--- config.mk ---
export PLATFORM = sky130hd
export DESIGN_NAME = regfile_commit_seq
export DESIGN_NICKNAME = d
export VERILOG_FILES = /design/src/rtl/regfile_commit_seq.sv
export SDC_FILE = /design/constraint.sdc
export NUM_CORES = 1
export LEC_CHECK = 0
export CORE_AREA = 4 4 320 322
export DETAILED_ROUTE_END_ITERATION = 8
export DIE_AREA = 0 0 324 326
export PLACE_DENSITY = 0.57
export SETUP_SLACK_MARGIN = 0.2
export SYNTH_ARGS = -nofsm -noshare
export SYNTH_HDL_FRONTEND = slang
export SYNTH_SLANG_ARGS = --single-unit
export TNS_END_PERCENT = 10
--- constraint.sdc ---
create_clock -name clk -period 38.8 [get_ports clk]
set_input_delay 7.76 -clock clk [delete_from_list [all_inputs] [get_ports clk]]
set_output_delay 7.76 -clock clk [all_outputs]
set_load 0.02 [all_outputs]
--- src/rtl/regfile_commit_seq.sv ---
// Retire-bundle commit controller: serializes up to three GPR writes one per cycle,
// then applies EIP/EFLAGS and pulses commit_done.
module regfile_commit_seq #(
   parameter logic [31:0] RESET_EIP    = 32'h0000_0000,
   parameter logic [31:0] RESET_EFLAGS = 32'h0000_0002
) (
   input  logic        clk,
   input  logic        rst,
   input  logic        init_load,
   input  logic [31:0] i_eax,
   input  logic [31:0] i_ebx,
   input  logic [31:0] i_ecx,
   input  logic [31:0] i_edx,
   input  logic [31:0] i_esi,
   input  logic [31:0] i_edi,
   input  logic [31:0] i_esp,
   input  logic [31:0] i_ebp,
   input  logic [31:0] i_eip,
   input  logic [31:0] i_eflags,
   input  logic        in_valid,
   output logic        in_ready,
   input  logic [2:0]  in_wr_en,
   input  logic [2:0]  in_sel0,
   input  logic [2:0]  in_sel1,
   input  logic [2:0]  in_sel2,
   input  logic [31:0] in_data0,
   input  logic [31:0] in_data1,
   input  logic [31:0] in_data2,
   input  logic [31:0] in_next_eip,
   input  logic        in_alu_wr,
   input  logic [5:0]  in_alu_flags,
   output logic [31:0] o_eax,
   output logic [31:0] o_ebx,
   output logic [31:0] o_ecx,
   output logic [31:0] o_edx,
   output logic [31:0] o_esi,
   output logic [31:0] o_edi,
   output logic [31:0] o_esp,
   output logic [31:0] o_ebp,
   output logic [31:0] o_eip,
   output logic [31:0] o_eflags,
   output logic        busy,
   output logic        commit_done,
   output logic [31:0] retired
);

   localparam logic [1:0] S_IDLE  = 2'd0;
   localparam logic [1:0] S_WRITE = 2'd1;
   localparam logic [1:0] S_FINAL = 2'd2;

   logic [1:0]  state_q, state_d;
   logic [2:0]  pending_q, pending_d;
   logic [2:0]  sel0_q, sel1_q, sel2_q;
   logic [31:0] data0_q, data1_q, data2_q;
   logic [31:0] next_eip_q;
   logic        alu_wr_q;
   logic [5:0]  alu_flags_q;
   logic [31:0] gpr_q [8];
   logic [31:0] eip_q;
   logic [31:0] eflags_q;
   logic [31:0] retired_q;
   logic        commit_done_q;

   logic [1:0]  slot;
   logic [2:0]  wr_sel;
   logic [31:0] wr_data;
   logic        accept;

   // Architectural flag positions: CF=0, PF=2, ZF=6, SF=7, DF=10, OF=11.
   function automatic logic [31:0] merge_flags(input logic [31:0] cur, input logic [5:0] alu);
      logic [31:0] res;
      res     = cur;
      res[0]  = alu[0];
      res[2]  = alu[1];
      res[6]  = alu[2];
      res[7]  = alu[3];
      res[11] = alu[4];
      res[10] = alu[5];
      return res;
   endfunction

   assign in_ready = (state_q == S_IDLE) && !init_load;
   assign accept   = in_ready && in_valid;

   always_comb begin
      slot = 2'd2;
      if (pending_q[0]) begin
         slot = 2'd0;
      end else if (pending_q[1]) begin
         slot = 2'd1;
      end
      case (slot)
         2'd0:    begin wr_sel = sel0_q; wr_data = data0_q; end
         2'd1:    begin wr_sel = sel1_q; wr_data = data1_q; end
         default: begin wr_sel = sel2_q; wr_data = data2_q; end
      endcase
   end

   always_comb begin
      state_d   = state_q;
      pending_d = pending_q;
      case (state_q)
         S_IDLE: begin
            if (accept) begin
               pending_d = in_wr_en;
               state_d   = (in_wr_en != 3'b000) ? S_WRITE : S_FINAL;
            end
         end
         S_WRITE: begin
            pending_d = pending_q & ~(3'b001 << slot);
            if (pending_d == 3'b000) begin
               state_d = S_FINAL;
            end
         end
         default: begin
            pending_d = 3'b000;
            state_d   = S_IDLE;
         end
      endcase
   end

   always_ff @(posedge clk or posedge rst) begin
      if (rst) begin
         state_q       <= S_IDLE;
         pending_q     <= 3'b000;
         sel0_q        <= 3'd0;
         sel1_q        <= 3'd0;
         sel2_q        <= 3'd0;
         data0_q       <= 32'd0;
         data1_q       <= 32'd0;
         data2_q       <= 32'd0;
         next_eip_q    <= 32'd0;
         alu_wr_q      <= 1'b0;
         alu_flags_q   <= 6'd0;
         for (int r = 0; r < 8; r++) begin
            gpr_q[r] <= 32'd0;
         end
         eip_q         <= RESET_EIP;
         eflags_q      <= RESET_EFLAGS;
         retired_q     <= 32'd0;
         commit_done_q <= 1'b0;
      end else begin
         state_q       <= state_d;
         pending_q     <= pending_d;
         commit_done_q <= (state_q == S_FINAL);
         if (state_q == S_IDLE && init_load) begin
            gpr_q[0] <= i_eax;
            gpr_q[1] <= i_ecx;
            gpr_q[2] <= i_edx;
            gpr_q[3] <= i_ebx;
            gpr_q[4] <= i_esp;
            gpr_q[5] <= i_ebp;
            gpr_q[6] <= i_esi;
            gpr_q[7] <= i_edi;
            eip_q    <= i_eip;
            eflags_q <= i_eflags;
         end
         if (accept) begin
            sel0_q      <= in_sel0;
            sel1_q      <= in_sel1;
            sel2_q      <= in_sel2;
            data0_q     <= in_data0;
            data1_q     <= in_data1;
            data2_q     <= in_data2;
            next_eip_q  <= in_next_eip;
            alu_wr_q    <= in_alu_wr;
            alu_flags_q <= in_alu_flags;
         end
         if (state_q == S_WRITE) begin
            gpr_q[wr_sel] <= wr_data;
         end
         if (state_q == S_FINAL) begin
            eip_q     <= next_eip_q;
            retired_q <= retired_q + 32'd1;
            if (alu_wr_q) begin
               eflags_q <= merge_flags(eflags_q, alu_flags_q);
            end
         end
      end
   end

   assign o_eax       = gpr_q[0];
   assign o_ecx       = gpr_q[1];
   assign o_edx       = gpr_q[2];
   assign o_ebx       = gpr_q[3];
   assign o_esp       = gpr_q[4];
   assign o_ebp       = gpr_q[5];
   assign o_esi       = gpr_q[6];
   assign o_edi       = gpr_q[7];
   assign o_eip       = eip_q;
   assign o_eflags    = eflags_q;
   assign busy        = (state_q == S_WRITE) || (state_q == S_FINAL);
   assign commit_done = commit_done_q;
   assign retired     = retired_q;

endmodule
==> impl_metrics.csv <==
group,metric,value,unit
worst_hold_path,min_path_type,"flip-flop to flip-flop",
sta,tightestPinTransition,1330,ps
drt,top_layer,"met5",
cts,clk_latency,640,ps
worst_hold_path,worstHoldPathCells,2,
logic_synthesis,synthesis.area,22500,um^2
drt,wire_per_inst,22.7,um
sta,fin_crit,16910,ps
logic_synthesis,netlist_instances,1934,
global_route,grt_antenna_before_repair,21,
sta,slew-limit-headroom,0.110,
pwr,powerDensity,83.9,nW/um^2
floorplanning,start_util,0.226,
sta,fmaxAchievable,59.2,MHz
global_route,grt_pass1_vias,18600,
placed_design,place.gp.congestion,0.812,
critical_path,reg2reg_to,"o_ebp[15]",
cts,postCtsSetupBuffers,0,
drt,m1WireLength,38.6,mm
critical_path,critical_path.endpoint_type,"output port",
drt,vias,17600,
floorplanning,die_width,324,um
logic_synthesis,synth_seq_cells,502,
global_route,grt_overflow,0,
cts,clkTransAtPathRegs,60,ps
cts,root_buffer,"clkbuf_16",
sta,setup_tns,0,ps
floorplanning,fp.dieH,326,um
critical_path,cp_max_fo,3,
floorplanning,dieArea,106000,um^2
sta,finalHoldViolCount,0,
placed_design,pre_cts_ws,21910,ps
drt,antenna_left,0,
final_layout,area_growth,52.3,%
logic_synthesis,synth_cell_types,38,
cts,cts_tree,"built",
global_route,grt_max_degree,153,
placed_design,port_buffers,825,
floorplanning,fp.coreArea,99600,um^2
cts,cts_hold_buf,0,
sta,setup_viol,0,
cts,clock_path_buffers,3,
drt,vias_per_cell,4.29,
sta,finalMaxSlewViolations,0,
logic_synthesis,ys_warn_count,0,
sta,worst_clock_skew,16.9,ps
drt,first_pass_iters,4,
pwr,leakage,15.4,nW
global_route,grt_pass1_wl,132,mm
final_layout,fin_nets,3217,
global_route,track_usage,0.170,
critical_path,cp.arrival,9150,ps
sta,fin_crit_sh,0.436,
critical_path,start_kind,"primary input",
drt,drcViolationCount,0,
final_layout,drive_above_1_share,0.0687,
critical_path,path_class,"primary input to output port",
cts,htree_levels,2,
cts,cts_inserted_buffers,61,
sta,rsz0062_at_grt,"no",
floorplanning,pin_count,826,
cts,cts_num_sinks,502,
critical_path,worstPathRequired,31040,ps
logic_synthesis,syn_nets,2409,
placed_design,dp_hpwl,67.6,mm
worst_hold_path,min_from,"data2_q[12]",
cts,cts_resized,0,
floorplanning,rows,116,
drt,drtIter0Drc,870,
critical_path,r2r-start,"pending_q[1]",
critical_path,reg2reg_setup_slack,34880,ps
sta,setup_ws,21890,ps
flow_run,max-cap-violations,0,
drt,wl_met3,7.51,mm
pwr,ir_drop,0.0000517,V
worst_hold_path,hold_path_end,"data2_q[12]",
drt,drt_wl_total,92.9,mm
outcome,outcome,"completed",
drt,dr_wl_met2,43.7,mm
critical_path,reg2regPathDepth,6,
logic_synthesis,yosysSeqAreaShare,0.558,
logic_synthesis,syn-mean-instance-area,11.7,um^2
## how the worst max path moves through the flow
stage / from / to / slack [ps]
CTS: init_load / in_ready / 21900
global placement: init_load / in_ready / 21900
global route: init_load / in_ready / 21850
floorplan: rst / alu_flags_q[0] / 17030
detailed placement: init_load / in_ready / 21910
finish: init_load / in_ready / 21890
## per-stage QoR
| stage | power (mW) | hold WS (ps) | area [um^2] | cells | utilization |
|---|---|---|---|---|---|
| 2_1_floorplan | 1.61 | 438 | 22500 | 1934 | - |
| 3_3_place_gp | 2.28 | 450 | 32100 | 3977 | 0.323 |
| 3_5_place_dp | 2.30 | 462 | 32100 | 3977 | 0.323 |
| 4_1_cts | 2.93 | 476 | 34300 | 4093 | 0.344 |
| 5_1_grt | 3.06 | 492 | 34300 | 4098 | 0.345 |
| 6_report | 2.88 | 470 | 34300 | 4100 | 0.345 |
## cell usage in the layout (no fill, tap or decap), types with 3 or more instances in the layout
| master | n |
|---|---|
| ha_1 | 3 |
| dfrtp_1 | 499 |
| and3_1 | 5 |
| buf_4 | 31 |
| a21oi_2 | 7 |
| o21ai_0 | 41 |
| nor3_4 | 8 |
| inv_1 | 6 |
| mux2_2 | 27 |
| clkbuf_1 | 13 |
| nand3_1 | 11 |
| nor2_1 | 38 |
| a21oi_1 | 27 |
| nand4_1 | 16 |
| clkbuf_8 | 13 |
| clkinv_2 | 16 |
| mux2i_1 | 585 |
| xnor2_1 | 26 |
| nor3_1 | 3 |
| clkbuf_16 | 63 |
| nand2_1 | 485 |
| xor2_1 | 5 |
| clkdlybuf4s50_1 | 825 |
| bufinv_16 | 8 |
| diode_2 | 7 |
## cells in the mapped netlist, drive strengths merged
| library cell | instances | share of area |
|---|---|---|
| o21a | 2 | 0.00078 |
| mux2 | 27 | 0.013 |
| nor2b | 2 | 0.00056 |
| and2 | 3 | 0.00083 |
| or2 | 1 | 0.00028 |
| dfstp | 1 | 0.0012 |
| nand3 | 11 | 0.0024 |
| nand2 | 486 | 0.081 |
| nor3 | 11 | 0.0064 |
| mux2i | 585 | 0.26 |
| a22o | 1 | 0.00039 |
| ha | 4 | 0.0022 |
| nor4 | 3 | 0.0011 |
| nand3b | 2 | 0.00067 |
| o21ai | 43 | 0.0099 |
| and3 | 5 | 0.0014 |
| inv | 7 | 0.0012 |
| a211o | 1 | 0.00039 |
| buf | 52 | 0.016 |
| xor2 | 5 | 0.0019 |
| dfrtp | 501 | 0.56 |
| maj3 | 1 | 0.00044 |
| clkbuf | 61 | 0.010 |
| nand4 | 16 | 0.0044 |
| and4 | 2 | 0.00078 |
| nor2 | 38 | 0.0063 |
| xnor2 | 26 | 0.010 |
| a32o | 1 | 0.00044 |
| a22oi | 1 | 0.00033 |
| a21oi | 34 | 0.0076 |
| o211ai | 1 | 0.00056 |
## layout make-up
class	instances	area, um^2
repair buffers	858	8530
flip-flops and latches	502	12600
fillers	10100	65300
clock buffers	89	1800
multi-input cells	1312	9390
well taps	1298	1620
inverters	7	33.8
diodes	7	17.5
clock inverters	27	344
## kinds of logic after synthesis
logic type,synth area share
mux,0.273
simple gates,0.106
flops,0.558
buf+inv,0.0277
compound gates,0.0203
xor+xnor,0.0120
fa+ha+maj,0.00267
## layer usage
| layer | global-route usage | up-vias |
|---|---|---|
| met5 | 0 | - |
| met4 | 0.0547 | 26 |
| met3 | 0.0554 | 139 |
| met2 | 0.279 | 592 |
| met1 | 0.210 | 8629 |
| li1 | - | 8213 |
## sequential cells by signal, summed over array words and instances, names as in the netlist, 6 cells and up
register	cells
data0_q	32
data1_q	32
data2_q	32
next_eip_q	32
o_eax	32
o_ebp	32
o_ebx	32
o_ecx	32
o_edi	32
o_edx	32
o_eflags	32
o_eip	32
o_esi	32
o_esp	32
retired	32
alu_flags_q	6
## where the power goes
part	leakage [nW]	switching, mW	internal [mW]
combinational	8.23	0.761	0.593
clock	1.07	0.238	0.374
sequential	6.12	0.139	0.773
## worst max-delay path, cell delays in order
cell             delay (ps)
clkdlybuf4s50_1         520
nor2b_1                 220
clkdlybuf4s50_1         640
Note: power is estimated with default switching activity, not from simulation.
